`src/rtl/tf_call_responder.sv`:
```
// Callee side of a task/function call channel: header, serial argument beats, one response beat.
// Optional saturating call/error statistics are enabled by defining TFCALL_STATS_EN.
module tf_call_responder #(
  parameter int DW    = 8,
  parameter int CNT_W = 16
) (
  input  logic          clk,
  input  logic          rst,
  input  logic          req_valid,
  output logic          req_ready,
  input  logic [2:0]    req_func,
  input  logic [1:0]    req_argc,
  input  logic          req_stmt,
  input  logic          req_void,
  input  logic          arg_valid,
  output logic          arg_ready,
  input  logic [DW-1:0] arg_data,
  output logic          rsp_valid,
  input  logic          rsp_ready,
  output logic [DW-1:0] rsp_data,
  output logic [1:0]    rsp_err,
  output logic          rsp_task
`ifdef TFCALL_STATS_EN
  ,
  output logic [CNT_W-1:0] call_count,
  output logic [CNT_W-1:0] err_count
`endif
);

  typedef enum logic [1:0] {IDLE, ARGS, EXEC, RESP} state_t;

  localparam logic [1:0] ERR_OK      = 2'd0;
  localparam logic [1:0] ERR_UNDEF   = 2'd1;
  localparam logic [1:0] ERR_ARITY   = 2'd2;
  localparam logic [1:0] ERR_CONTEXT = 2'd3;

  state_t        state_q, state_d;
  logic [2:0]    func_q, func_d;
  logic [1:0]    err_q, err_d;
  logic [1:0]    rem_q, rem_d;
  logic [1:0]    idx_q, idx_d;
  // A third beat only ever arrives on an arity error, so it is drained but not stored.
  logic [DW-1:0] arg_q [2];
  logic [DW-1:0] arg_d [2];
  logic [DW-1:0] rsp_data_q, rsp_data_d;
  logic [1:0]    rsp_err_q, rsp_err_d;
  logic          rsp_task_q, rsp_task_d;

  function automatic logic [1:0] check_call(input logic [2:0] f, input logic [1:0] argc,
                                            input logic stmt, input logic vd);
    logic [1:0] arity;
    logic       is_task;
    logic       defined;
    arity   = 2'd0;
    is_task = 1'b0;
    defined = 1'b1;
    case (f)
      3'd0:    arity = 2'd2;
      3'd1:    arity = 2'd1;
      3'd2:    arity = 2'd0;
      3'd3:    begin arity = 2'd2; is_task = 1'b1; end
      3'd4:    begin arity = 2'd0; is_task = 1'b1; end
      default: defined = 1'b0;
    endcase
    if (!defined)
      return ERR_UNDEF;
    else if (argc != arity)
      return ERR_ARITY;
    else if ((!is_task && stmt && !vd) || (is_task && !stmt))
      return ERR_CONTEXT;
    else
      return ERR_OK;
  endfunction

  always_ff @(posedge clk or posedge rst) begin
    if (rst) begin
      state_q    <= IDLE;
      func_q     <= '0;
      err_q      <= '0;
      rem_q      <= '0;
      idx_q      <= '0;
      arg_q[0]   <= '0;
      arg_q[1]   <= '0;
      rsp_data_q <= '0;
      rsp_err_q  <= '0;
      rsp_task_q <= 1'b0;
    end else begin
      state_q    <= state_d;
      func_q     <= func_d;
      err_q      <= err_d;
      rem_q      <= rem_d;
      idx_q      <= idx_d;
      arg_q[0]   <= arg_d[0];
      arg_q[1]   <= arg_d[1];
      rsp_data_q <= rsp_data_d;
      rsp_err_q  <= rsp_err_d;
      rsp_task_q <= rsp_task_d;
    end
  end

  always_comb begin
    state_d    = state_q;
    func_d     = func_q;
    err_d      = err_q;
    rem_d      = rem_q;
    idx_d      = idx_q;
    arg_d[0]   = arg_q[0];
    arg_d[1]   = arg_q[1];
    rsp_data_d = rsp_data_q;
    rsp_err_d  = rsp_err_q;
    rsp_task_d = rsp_task_q;
    case (state_q)
      IDLE: begin
        if (req_valid) begin
          func_d  = req_func;
          err_d   = check_call(req_func, req_argc, req_stmt, req_void);
          rem_d   = req_argc;
          idx_d   = 2'd0;
          state_d = (req_argc != 2'd0) ? ARGS : EXEC;
        end
      end
      ARGS: begin
        if (arg_valid) begin
          if (idx_q == 2'd0) arg_d[0] = arg_data;
          if (idx_q == 2'd1) arg_d[1] = arg_data;
          idx_d = idx_q + 2'd1;
          rem_d = rem_q - 2'd1;
          if (rem_q == 2'd1) state_d = EXEC;
        end
      end
      EXEC: begin
        rsp_err_d  = err_q;
        rsp_data_d = '0;
        rsp_task_d = 1'b0;
        if (err_q == ERR_OK) begin
          case (func_q)
            3'd0:    rsp_data_d = arg_q[0] + arg_q[1];
            3'd1:    rsp_data_d = {{(DW/2){1'b0}}, arg_q[0][DW/2-2:0], 1'b0};
            3'd2:    rsp_data_d = DW'(1);
            default: rsp_task_d = 1'b1;
          endcase
        end
        state_d = RESP;
      end
      RESP: begin
        if (rsp_ready) state_d = IDLE;
      end
      default: state_d = IDLE;
    endcase
  end

  // req_ready is held low while reset is asserted, rising only once it deasserts.
  assign req_ready = (state_q == IDLE) && !rst;
  assign arg_ready = (state_q == ARGS);
  assign rsp_valid = (state_q == RESP);
  assign rsp_data  = rsp_data_q;
  assign rsp_err   = rsp_err_q;
  assign rsp_task  = rsp_task_q;

`ifdef TFCALL_STATS_EN
  logic [CNT_W-1:0] call_cnt_q;
  logic [CNT_W-1:0] err_cnt_q;

  always_ff @(posedge clk or posedge rst) begin
    if (rst) begin
      call_cnt_q <= '0;
      err_cnt_q  <= '0;
    end else if (rsp_valid && rsp_ready) begin
      if (call_cnt_q != {CNT_W{1'b1}}) call_cnt_q <= call_cnt_q + 1'b1;
      if (rsp_err_q != ERR_OK && err_cnt_q != {CNT_W{1'b1}}) err_cnt_q <= err_cnt_q + 1'b1;
    end
  end

  assign call_count = call_cnt_q;
  assign err_count  = err_cnt_q;
`endif

endmodule
```
`config.mk`:
```
export PLATFORM = sky130hd
export DESIGN_NAME = tf_call_responder
export DESIGN_NICKNAME = d
export VERILOG_FILES = /design/src/rtl/tf_call_responder.sv
export SDC_FILE = /design/constraint.sdc
export NUM_CORES = 1
export LEC_CHECK = 0
export ABC_AREA = 1
export CORE_ASPECT_RATIO = 0.75
export CORE_MARGIN = 2
export CORE_UTILIZATION = 54
export CTS_CLUSTER_SIZE = 8
export DETAILED_ROUTE_END_ITERATION = 10
export PLACE_DENSITY = 0.81
export SETUP_SLACK_MARGIN = 0.5
export SLEW_MARGIN = 20
export SYNTH_ARGS = -nofsm -noshare
export SYNTH_HDL_FRONTEND = slang
export SYNTH_SLANG_ARGS = --single-unit
```
`constraint.sdc`:
```
create_clock -name clk -period 1.9 [get_ports clk]
set_clock_uncertainty 0.1 [all_clocks]
set_input_delay 0.38 -clock clk [delete_from_list [all_inputs] [get_ports clk]]
set_output_delay 0.38 -clock clk [all_outputs]
set_load 0.005 [all_outputs]
```
Yosys cells after proc, flatten, opt, wreduce, memory -nomap -nowiden
Cells that the tools add are included.
{ "op_classes": {"n_lt_le_gt_ge": 0, "bitwise_logic": 0, "addsub": 3, "div": 0, "n_mux": 28, "n_shift": 0, "n_eq_ne": 16, "n_reduce_logical": 25, "n_mul": 0} }
{ "ops": {"columns": ["operator", "n"], "rows": [
  ["2-bit two-way mux", 14],
  ["8-bit one-hot mux with 3 select lines", 1],
  ["2-bit one-hot mux with 2 select lines", 3],
  ["3-bit by 2-bit equality test with 1-bit output (second input constant)", 3],
  ["3-bit AND reduction", 3],
  ["8-bit adder", 1],
  ["1-bit two-way mux", 8],
  ["8-bit two-way mux", 1],
  ["2-bit one-hot mux with 4 select lines", 1],
  ["2-bit by 1-bit equality test with 1-bit output (second input constant)", 3],
  ["3-bit by 1-bit equality test with 1-bit output (second input constant)", 2],
  ["2-bit logical NOT", 3],
  ["3-bit logical NOT", 2],
  ["5-bit OR reduction", 1],
  ["2-bit equality test (second input constant)", 2],
  ["1-bit logical AND", 4],
  ["1-bit logical NOT", 4],
  ["2-bit by 1-bit != test with 1-bit output (second input constant)", 2],
  ["2-bit != test (second input constant)", 2],
  ["4-bit AND reduction", 1],
  ["2-bit nonzero test", 2],
  ["2-bit OR reduction", 2],
  ["3-bit equality test (second input constant)", 1],
  ["3-bit OR reduction", 1],
  ["other kinds (5)", 5]
]} }
{ "word_totals": {"output_inout_bits": 14, "word_cells": 82, "rom_bits": 0, "register_bits": 38, "input_bits": 20, "n_memories": 0, "mem_bits_rw": 0, "latch_bits": 0} }

Logic depth before layout (Yosys ltp)
Gate-level depths: netlist of run 1.
{ "depth": {"word_depth": 12, "depth_mapped": 10, "depth_no_buf": 10} }

Worst setup path after synthesis of run 1
Ideal clock, no wire load.
{ "synth_timing": {"kind": "register to register", "startpoint": "register arg_q[8] (netlist name)", "endpoint": "register rsp_data_q[2] (netlist: rsp_data[2])", "t_required_ns": 1.679, "n_path_buf": 0, "setup_slack_ns": 0.293, "setup_ns": 0.121, "t_arrival_ns": 1.386, "stages_incl_launch_ff": 6, "path_cell_list": "dfrtp_1 -> ha_1 -> fa_1 -> xnor2_1 -> o21ai_0 -> a22o_1"} }
{ "synth_via": {"elab_chain_cells": 3} }
{ "synth_lines": {"columns": ["element", "line_no", "text"], "rows": [
  ["from (decl)", "43", "logic [DW-1:0] arg_q [2];"],
  ["8-bit adder", "137", "3'd0: rsp_data_d = arg_q[0] + arg_q[1];"],
  ["8-bit one-hot mux with 3 select lines", "136", "case (func_q)"],
  ["8-bit two-way mux", "135", "if (err_q == ERR_OK) begin"],
  ["to (signal assigned)", "95", "rsp_data_q <= rsp_data_d;"],
  ["to (decl)", "45", "logic [DW-1:0] rsp_data_q, rsp_data_d;"]
]} }
No other way between the ends.
A chain may end at the register's enable or synchronous reset.

Worst setup path in the final report of run 1
{ "layout_timing": {"startpoint": "register state_q[1]", "endpoint": "register rem_q[1]"} }
{ "layout_via": {"elab_chain_cells": 3, "elab_cells_between_ends": 7, "classes_between": "eq/ne: 3; mux: 1; reduce/logical: 3"} }
{ "layout_lines": {"columns": ["element", "line_no", "text"], "rows": [
  ["from (decl)", "37", "state_t state_q, state_d;"],
  ["from (signal assigned)", "88", "state_q <= state_d;"],
  ["2-bit by 1-bit equality test with 1-bit output / 2-bit logical NOT (equally long branches)", "112", "case (state_q)"],
  ["2-bit != test (no source line) / 2-bit nonzero test (equally long branches)", null, null],
  ["3-bit AND reduction (no source line)", null, null],
  ["to (signal assigned)", "91", "rem_q <= rem_d;"],
  ["to (decl)", "40", "logic [1:0] rem_q, rem_d;"]
]} }
Parallel ways exist; a longest one is shown, timed or not.

==> results.sh, run 1 <==
export IMPL_worstPathMaxFanout=4
export IMPL_dieArea_sq_um=4640
export IMPL_comb_power_share_pct=63.3
export IMPL_dp_cells=358
export IMPL_grt_max_degree=39
export IMPL_cp_start_kind="register"
export IMPL_status="finished, final reports clean"
export IMPL_place_congestion=0.870
export IMPL_hp_class="input port to asynchronous set/reset pin"
export IMPL_setup_violations=0
export IMPL_p_clk_share_pct=9.7
export IMPL_insertion_delay_ns=0.30
export IMPL_cellInternalPower_w=0.00313
export IMPL_fp_row_count=20
export IMPL_cp_num_buf_inv=5
export IMPL_grt_pass1_wl_microns=9890
export IMPL_ys_seq_area_share_pct=42.9
export IMPL_synthCells=265
export IMPL_cp_depth=9
export IMPL_cts_root_buffer="clkbuf_8"
export IMPL_final_area_sq_um=3520
export IMPL_critPathCaptureType="register"
export IMPL_die_w_microns=78.0
export IMPL_synth_area_leaders="dfrtp_1 (43%), nand2_1 (14%), ha_1 (8.5%), o21ai_2 (6.3%), inv_1 (6.3%)"
export IMPL_syn_to_final_growth_pct=59.0
export IMPL_ys_warn_count=0
export IMPL_crit_required_ns=2.01
export IMPL_slowest_stage="dfrtp_1"
export IMPL_drc=0
export IMPL_gr_total_overflow=0
export IMPL_synth_top_cell_area_share_pct=42.9
export IMPL_synth_largest_area_cell="dfrtp_1"
export IMPL_p_sw_share_pct=43.9
export IMPL_core_region_area_sq_um=4000
export IMPL_crit_family="buffers and inverters"
export IMPL_numCtsBuffers=5
export IMPL_synth_flop_cell="dfrtp_1"
export IMPL_place_ws_ns=0.0152
export IMPL_detail_route_antenna_nets=0
export IMPL_hold_viol=0
export IMPL_p_sw_w=0.00244
export IMPL_ir_worst_vdd_uv=1110
export IMPL_path_cells="inv_2 -> buf_6 -> ha_4 -> buf_8 -> buf_4 -> buf_4 -> o21ai_0 -> nand2_1 -> o21ai_1"
export IMPL_async_flop_share_pct=100
export IMPL_dpl_cell_area_sq_um=2720
export IMPL_period_minus_slack_ns=1.81
export IMPL_slowest_delay_ns=0.38
export IMPL_die_height_microns=59.5
export IMPL_clk_pin_slew_ns=0.08
export IMPL_synthesis_nets=301
export IMPL_final_cell_mix="nand2_1 (65), buf_4 (38), dfrtp_1 (34), inv_1 (30), o21ai_2 (19)"
export IMPL_critPathKind="register to register"
export IMPL_cts_htree_levels=2
export IMPL_stdcell_count=405
export IMPL_wl_per_cell_microns=17.3
export IMPL_grt_pass1_vias=1986
export IMPL_synth_cell_type_count=29
export IMPL_layout_drive_gt1_share_pct=41.4
export IMPL_vias_per_cell=5.53
export IMPL_r2r_start="state_q[1]"
export IMPL_diodes=0
export IMPL_max_slew_margin_pct=77.7
export IMPL_cts_tree="yes"
export IMPL_ios=34
export IMPL_grt_setup_unrepaired="yes"
export IMPL_cts_hold_buf=0
export IMPL_timing_final_crit_share_pct=95.4
export IMPL_drv_slew=0
export IMPL_drt_iter0_markers=173
export IMPL_leakage_nw=1.70
export IMPL_cpMostUsedCell="buf_4"
export IMPL_syn_cell_area_sq_um=2220
export IMPL_finalSetupTns_ns=0
export IMPL_worstMarginPinSlew_ns=0.333
export IMPL_finalNetCount=386
export IMPL_cts_num_sinks=38
export IMPL_critPathArrivalTime_ns=1.93
export IMPL_vias=2239
export IMPL_p_per_area_nw_per_um2=1580
export IMPL_cp_endpoint="rem_q[1]"
export IMPL_ys_ff_latch=38
export IMPL_mostFrequentLayoutCell="nand2_1"
export IMPL_rrSetupSlack_ns=0.09
export IMPL_antenna_found_initial=0
export IMPL_io_buffers=33
export IMPL_synth_edf_count=0
export IMPL_start_util_pct=55.4
export IMPL_grtUsageTotal_pct=28.4
export IMPL_setup_slack_ns=0.0878
export IMPL_r2r_end="rem_q[1]"
export IMPL_fmax_mhz=552
export IMPL_cap_viol_max_count=0
export IMPL_first_pass_iters=5
export IMPL_wl_microns=7020
export IMPL_fillCellCount=185
export IMPL_r2r_cells=9
export IMPL_pwr_share_seq_pct=27.0
export IMPL_avgSynthCellArea_sq_um=8.37
export IMPL_worstSetupStartpoint="state_q[1]"
export IMPL_cts_max_path_buffers=2
export IMPL_hpwl_microns=3150
==> tightest hold or removal path, stage by stage <==
cell,delay [ns]
clkdlybuf4s50_1,0.44
inv_1,0.14
buf_12,0.24
==> metrics by stage <==
step | total power [W] | hold WS [ns] | util, %
after floorplan | 0.00282 | 0.359 | -
after global placement | 0.00341 | 0.354 | 68.0
after detailed placement | 0.00347 | 0.360 | 68.0
after CTS | 0.00483 | 0.370 | 83.0
after global routing | 0.00589 | 0.462 | 88.0
final | 0.00557 | 0.437 | 88.0
==> flip-flops by register name, summed over array words and instances, names as in the netlist <==
signal and cells:
rem_q 2, arg_q 16, state_q 2, rsp_task 1
idx_q 2, func_q 3, rsp_data 8, err_q 2
rsp_err 2
==> cell usage after synthesis (3+ instances only) <==
cell type,number
o21ai_0,11
a21oi_1,7
o21ai_2,16
nor2_1,5
nand2_1,82
ha_1,15
dfrtp_1,38
inv_1,37
nand3_1,19
o21ai_1,6
nand4_1,3
nand2_2,3
==> metal layers <==
metal / global-route usage (%) / vias up / routed length (microns) / share of wire, %
met5: 0 / - / 0 / 0
li1: - / 1037 / - / -
met3: 7.47 / 24 / 474 / 6.8
met1: 38.5 / 1081 / 2840 / 40
met2: 46.1 / 97 / 3530 / 50
met4: 7.52 / 0 / 170 / 2.4
==> worst min path at each step <==
stage                           from    endpoint  slack, ns  depth (start not counted)
after detailed placement  rsp_err[0]  rsp_err[0]       0.36                          2
after CTS                        rst   arg_q[15]       0.37                          3
after floorplan            arg_q[11]   arg_q[11]       0.36                          2
after global routing             rst    arg_q[0]       0.46                          3
after global placement    rsp_err[1]  rsp_err[1]       0.35                          2
final                            rst    err_q[1]       0.44                          3
==> final cells by class <==
type | count | area [sq um] | area share (%)
multi-input cells | 185 | 1470 | 41.7
flip-flops and latches | 38 | 956 | 27.1
repair buffers | 81 | 787 | 22.3
inverters | 39 | 161 | 4.58
clock buffers | 6 | 72.6 | 2.06
well taps | 55 | 68.8 | 1.95
clock inverters | 1 | 7.51 | 0.213
==> power groups by stage <==
stage                     Combinational (W)  Sequential, W  Clock, W
final                               0.00353        0.00150  0.000541
after detailed placement            0.00207        0.00140         0
after floorplan                     0.00145        0.00136         0
after global routing                0.00376        0.00153  0.000595
after global placement              0.00203        0.00138         0
after CTS                           0.00285        0.00145  0.000535
==> cell families after synthesis <==
kind of cell	share of synthesized area, %
fa+ha+maj	9.37
xor+xnor	1.19
buf+inv	7.90
flops	42.9
simple gates	23.3
compound gates	15.4
==> timing repair <==
item / in CTS / in global routing
endpoints found under the setup margin: 45 / 44
cloned: 2 / 0
buffers inserted: 24 / 14
resized for setup: 107 / 26
pin swaps: 8 / 13
(Power assumes the default switching activity.)
==> inputs of run 2 (changes only) <==
Settings changed: CORE_UTILIZATION 54 to 29, PLACE_DENSITY 0.81 to 0.49.
==> results.sh, run 2 (synthesis gave the netlist of run 1 again) <==
export IMPL_antenna_found_initial=0
export IMPL_vias=1926
export IMPL_hpwl_microns=3540
export IMPL_finalSetupTns_ns=0
export IMPL_dp_cells=404
export IMPL_cts_tree="yes"
export IMPL_p_per_area_nw_per_um2=1440
export IMPL_worstMarginPinSlew_ns=0.319
export IMPL_dieArea_sq_um=8370
export IMPL_die_w_microns=105
export IMPL_wl_per_cell_microns=11.8
export IMPL_timing_final_crit_share_pct=85.1
export IMPL_cts_max_path_buffers=2
export IMPL_status="finished, final reports clean"
export IMPL_critPathArrivalTime_ns=1.14
export IMPL_slowest_stage="dfrtp_1"
export IMPL_place_congestion=0.759
export IMPL_cts_htree_levels=2
export IMPL_numCtsBuffers=5
export IMPL_cts_num_sinks=38
export IMPL_syn_to_final_growth_pct=48.7
export IMPL_crit_family="flip-flops"
export IMPL_path_cells="inv_2 -> ha_4 -> inv_2 -> nor2_1 -> buf_2"
export IMPL_cp_start_kind="register"
export IMPL_hold_depth=4
export IMPL_diodes=0
export IMPL_core_region_area_sq_um=7360
export IMPL_ir_worst_vdd_uv=468
export IMPL_gr_total_overflow=0
export IMPL_slowest_delay_ns=0.40
export IMPL_insertion_delay_ns=0.28
export IMPL_cap_viol_max_count=0
export IMPL_mostFrequentLayoutCell="nand2_1"
export IMPL_drv_slew=0
export IMPL_final_cell_mix="nand2_1 (72), dfrtp_1 (36), inv_1 (30), buf_4 (26), o21ai_2 (17)"
export IMPL_finalNetCount=373
export IMPL_grt_pass1_vias=1791
export IMPL_crit_required_ns=1.42
export IMPL_layout_drive_gt1_share_pct=33.4
export IMPL_setup_violations=0
export IMPL_first_pass_iters=4
export IMPL_min_from="req_func[2]"
export IMPL_max_slew_margin_pct=78.7
export IMPL_worstSetupStartpoint="state_q[0]"
export IMPL_detail_route_antenna_nets=0
export IMPL_grt_setup_unrepaired="yes"
export IMPL_critPathCaptureType="output pin"
export IMPL_worstPathMaxFanout=2
export IMPL_grt_pass1_wl_microns=8330
export IMPL_fp_row_count=27
export IMPL_r2r_start="arg_q[8]"
export IMPL_vias_per_cell=4.39
export IMPL_clk_pin_slew_ns=0.07
export IMPL_cts_hold_buf=0
export IMPL_io_buffers=33
export IMPL_hold_viol=0
export IMPL_period_minus_slack_ns=1.62
export IMPL_regMostFlops="arg_q"
export IMPL_fmax_mhz=618
export IMPL_grtUsageTotal_pct=12.6
export IMPL_r2r_cells=5
export IMPL_ios=34
export IMPL_drt_iter0_markers=55
export IMPL_cpMostUsedCell="inv_2"
export IMPL_wl_microns=5190
export IMPL_stdcell_count=439
export IMPL_die_height_microns=79.7
export IMPL_drc=0
export IMPL_grt_max_degree=39
export IMPL_start_util_pct=30.1
export IMPL_critPathKind="register to output pin"
export IMPL_cts_root_buffer="clkbuf_8"
export IMPL_cp_depth=5
export IMPL_hp_class="input port to register"
export IMPL_cp_num_buf_inv=3
export IMPL_largest_reg_flops=16
export IMPL_leakage_nw=1.64
==> run 2: changes by cell type in the layout (fill, tap and decap cells not counted), moves of 3 or more <==
cell / previous run / this run
nand2_2: 5 / 13
nand3_2: 8 / 3
nand2_4: 15 / 0
nand2_1: 65 / 72
dlymetal6s2s_1: 0 / 3
nand3_1: 10 / 16
buf_4: 38 / 26
clkdlybuf4s50_1: 18 / 14
==> run 2: cell type report <==
class	count	area, sq um
timing repair buffer	68	681
tap	101	126
sequential	38	953
inverter	39	154
clock inverter	1	5.00
fill	756	4070
clock buffer	7	86.3
multi-input combinational	185	1290
==> run 2: where the power goes <==
part	total [W]	internal (W)	switching, W
clock network	0.000579	0.000293	0.000286
logic	0.00276	0.00142	0.00134
registers	0.00142	0.00114	0.000274
==> run 2: timing repair <==
action,4_1_cts,5_1_grt
pin swaps,8,10
endpoints found under the setup margin,45,37
buffers inserted,19,6
resized for setup,69,25
cloned,0,2
==> run 2: worst paths after layout <==
kind / end / slack (ns)
max reg2reg: rsp_data[2] / 0.29
min in group asynchronous: func_q[1] / 0.40
max: req_ready / 0.28
min: err_q[1] / 0.36
max in group asynchronous: arg_q[1] / 1.10
min reg2reg: rsp_err[0] / 0.37
==> run 2: worst reg2reg max path, cell delays in order (launching register included) <==
cell and delay (ns):
dfrtp_1 0.39, ha_2 0.20, fa_2 0.41, xnor2_2 0.15, o21ai_1 0.08, a22o_1 0.17
==> run 2: metrics by stage <==
stage / hold slack [ns] / total power [W] / cell area, sq um / worst slack, ns / utilization, %
2_1_floorplan: 0.359 / 0.00282 / 2260 / 0.378 / -
5_1_grt: 0.399 / 0.00519 / 3300 / 0.205 / 44.8
3_5_place_dp: 0.358 / 0.00349 / 2770 / 0.00604 / 37.6
3_3_place_gp: 0.355 / 0.00347 / 2770 / 0.0149 / 37.6
4_1_cts: 0.378 / 0.00455 / 3110 / 0.283 / 42.3
6_report: 0.355 / 0.00476 / 3300 / 0.283 / 44.8
==> run 2: routing by layer <==
metal | vias up | GRT usage, % | routed length [microns]
met5 | - | 0 | 0
met4 | 0 | 3.20 | 46
met3 | 4 | 2.86 | 142
met2 | 23 | 19.4 | 2230
met1 | 896 | 17.8 | 2770
li1 | 1003 | - | -
==> inputs of run 3 (changes only) <==
--- a/config.mk
+++ b/config.mk
@@ -14,4 +14,5 @@
 export PLACE_DENSITY = 0.49
 export SETUP_SLACK_MARGIN = 0.5
+export SKIP_CTS_REPAIR_TIMING = 1
 export SLEW_MARGIN = 20
 export SYNTH_ARGS = -nofsm -noshare
==> constraint.sdc (replaced) <==
create_clock -name clk -period 1.9 [get_ports clk]
set_clock_uncertainty 0.1 [all_clocks]
set_input_delay 0.475 -clock clk [delete_from_list [all_inputs] [get_ports clk]]
set_output_delay 0.475 -clock clk [all_outputs]
set_load 0.005 [all_outputs]
==> results.sh, run 3 (synthesis gave the netlist of run 1 again) <==
export IMPL_drc=0
export IMPL_finalSetupTns_ns=0
export IMPL_clk_pin_slew_ns=0.08
export IMPL_hpwl_microns=3580
export IMPL_critPathCaptureType="output pin"
export IMPL_cap_viol_max_count=0
export IMPL_crit_required_ns=1.32
export IMPL_numCtsBuffers=5
export IMPL_detail_route_antenna_nets=0
export IMPL_cp_start_kind="register"
export IMPL_hold_viol=0
export IMPL_dieArea_sq_um=8370
export IMPL_place_congestion=0.751
export IMPL_wl_per_cell_microns=11.7
export IMPL_slowest_stage="dfrtp_1"
export IMPL_cts_tree="yes"
export IMPL_mostFrequentLayoutCell="nand2_1"
export IMPL_vias=1925
export IMPL_critPathKind="register to output pin"
export IMPL_regMostFlops="arg_q"
export IMPL_p_per_area_nw_per_um2=1430
export IMPL_die_height_microns=79.7
export IMPL_largest_reg_flops=16
export IMPL_max_slew_margin_pct=76.2
export IMPL_setup_violations=0
export IMPL_final_cell_mix="nand2_1 (67), dfrtp_1 (38), inv_1 (28), buf_4 (25), o21ai_2 (21)"
export IMPL_hp_class="register to register"
export IMPL_gr_total_overflow=0
export IMPL_power_w=0.00472
export IMPL_core_region_area_sq_um=7360
export IMPL_grt_pass1_wl_microns=8110
export IMPL_wl_microns=5120
export IMPL_fmax_mhz=563
export IMPL_start_util_pct=30.1
export IMPL_leakage_nw=1.70
export IMPL_die_w_microns=105
export IMPL_cts_num_sinks=38
export IMPL_syn_to_final_growth_pct=48.5
export IMPL_timing_final_crit_share_pct=93.5
export IMPL_drv_slew=0
export IMPL_antenna_found_initial=0
export IMPL_path_cells="buf_6 -> inv_4 -> ha_4 -> inv_2 -> nor2_2 -> clkbuf_2"
export IMPL_insertion_delay_ns=0.29
export IMPL_fp_row_count=27
export IMPL_worstMarginPinSlew_ns=0.357
export IMPL_grt_pass1_vias=1702
export IMPL_vias_per_cell=4.39
export IMPL_finalNetCount=372
export IMPL_status="finished, final reports clean"
export IMPL_drt_iter0_markers=52
export IMPL_worstPathMaxFanout=3
export IMPL_ir_worst_vdd_uv=681
export IMPL_slowest_delay_ns=0.40
export IMPL_cts_htree_levels=2
export IMPL_grt_setup_unrepaired="yes"
export IMPL_cts_max_path_buffers=2
export IMPL_layout_drive_gt1_share_pct=38.6
export IMPL_period_minus_slack_ns=1.78
export IMPL_first_pass_iters=4
export IMPL_cts_root_buffer="clkbuf_8"
export IMPL_grt_max_degree=17
export IMPL_critPathArrivalTime_ns=1.20
export IMPL_diodes=0
export IMPL_grtUsageTotal_pct=12.2
export IMPL_ios=34
export IMPL_io_buffers=33
[run 3: changes by cell type in the layout (fill, tap and decap cells not counted), sizes merged]
cell	previous run	this run
clkbuf	9	21
buf	36	32
clkdlybuf4s50	14	13
dlygate4sd2	2	0
inv	39	38
clkinvlp	0	1
dlymetal6s2s	3	8
clkdlybuf4s15	11	0
[run 3: final cells by class]
class	instances	area [sq um]
Fill cell	781	4070
Multi-Input combinational cell	185	1320
Sequential cell	38	951
Timing Repair Buffer	67	646
Inverter	39	160
Tap cell	101	126
Clock buffer	7	86.3
Clock inverter	1	5.00
[run 3: worst paths after layout]
check	slack (ns)	cells after the start	end	from
max	0.12	6	req_ready	state_q[0]
max in group asynchronous	0.80	4	rsp_data[4]	rst
max reg2reg	0.25	8	idx_q[1]	state_q[0]
min in group asynchronous	0.53	3	arg_q[8]	rst
min	0.37	2	rsp_err[0]	rsp_err[0]
min reg2reg	0.37	2	rsp_err[0]	rsp_err[0]
[run 3: power breakdown]
part	switching (W)	internal, W
Clock	0.000290	0.000293
Sequential	0.000282	0.00114
Combinational	0.00137	0.00134
[run 3: critical path, delay by kind of cell (launching register included)]
| kind | cells | cell delay (ns) |
|---|---|---|
| DFF | 1 | 0.40 |
| and+or+nand+nor | 1 | 0.06 |
| buffers and inverters | 4 | 0.33 |
| adders and majority gates | 1 | 0.12 |
[run 3: stage by stage]
stage	util, %	hold slack (ns)	area, sq um	instances	setup slack [ns]
finish	44.7	0.374	3290	438	0.124
global route	44.7	0.408	3290	438	0.0849
CTS	39.9	0.378	2940	415	-0.255
detailed placement	38.7	0.358	2850	407	-0.191
global placement	38.7	0.356	2850	407	-0.182
floorplan	-	0.341	2280	265	0.378
[run 3: layer usage]
| metal | vias up | global-route usage, % | wire, microns |
|---|---|---|---|
| met5 | - | 0 | 0 |
| met4 | 0 | 3.20 | 49 |
| met3 | 5 | 3.18 | 190 |
| met2 | 28 | 17.5 | 2090 |
| met1 | 888 | 18.1 | 2790 |
| li1 | 1004 | - | - |
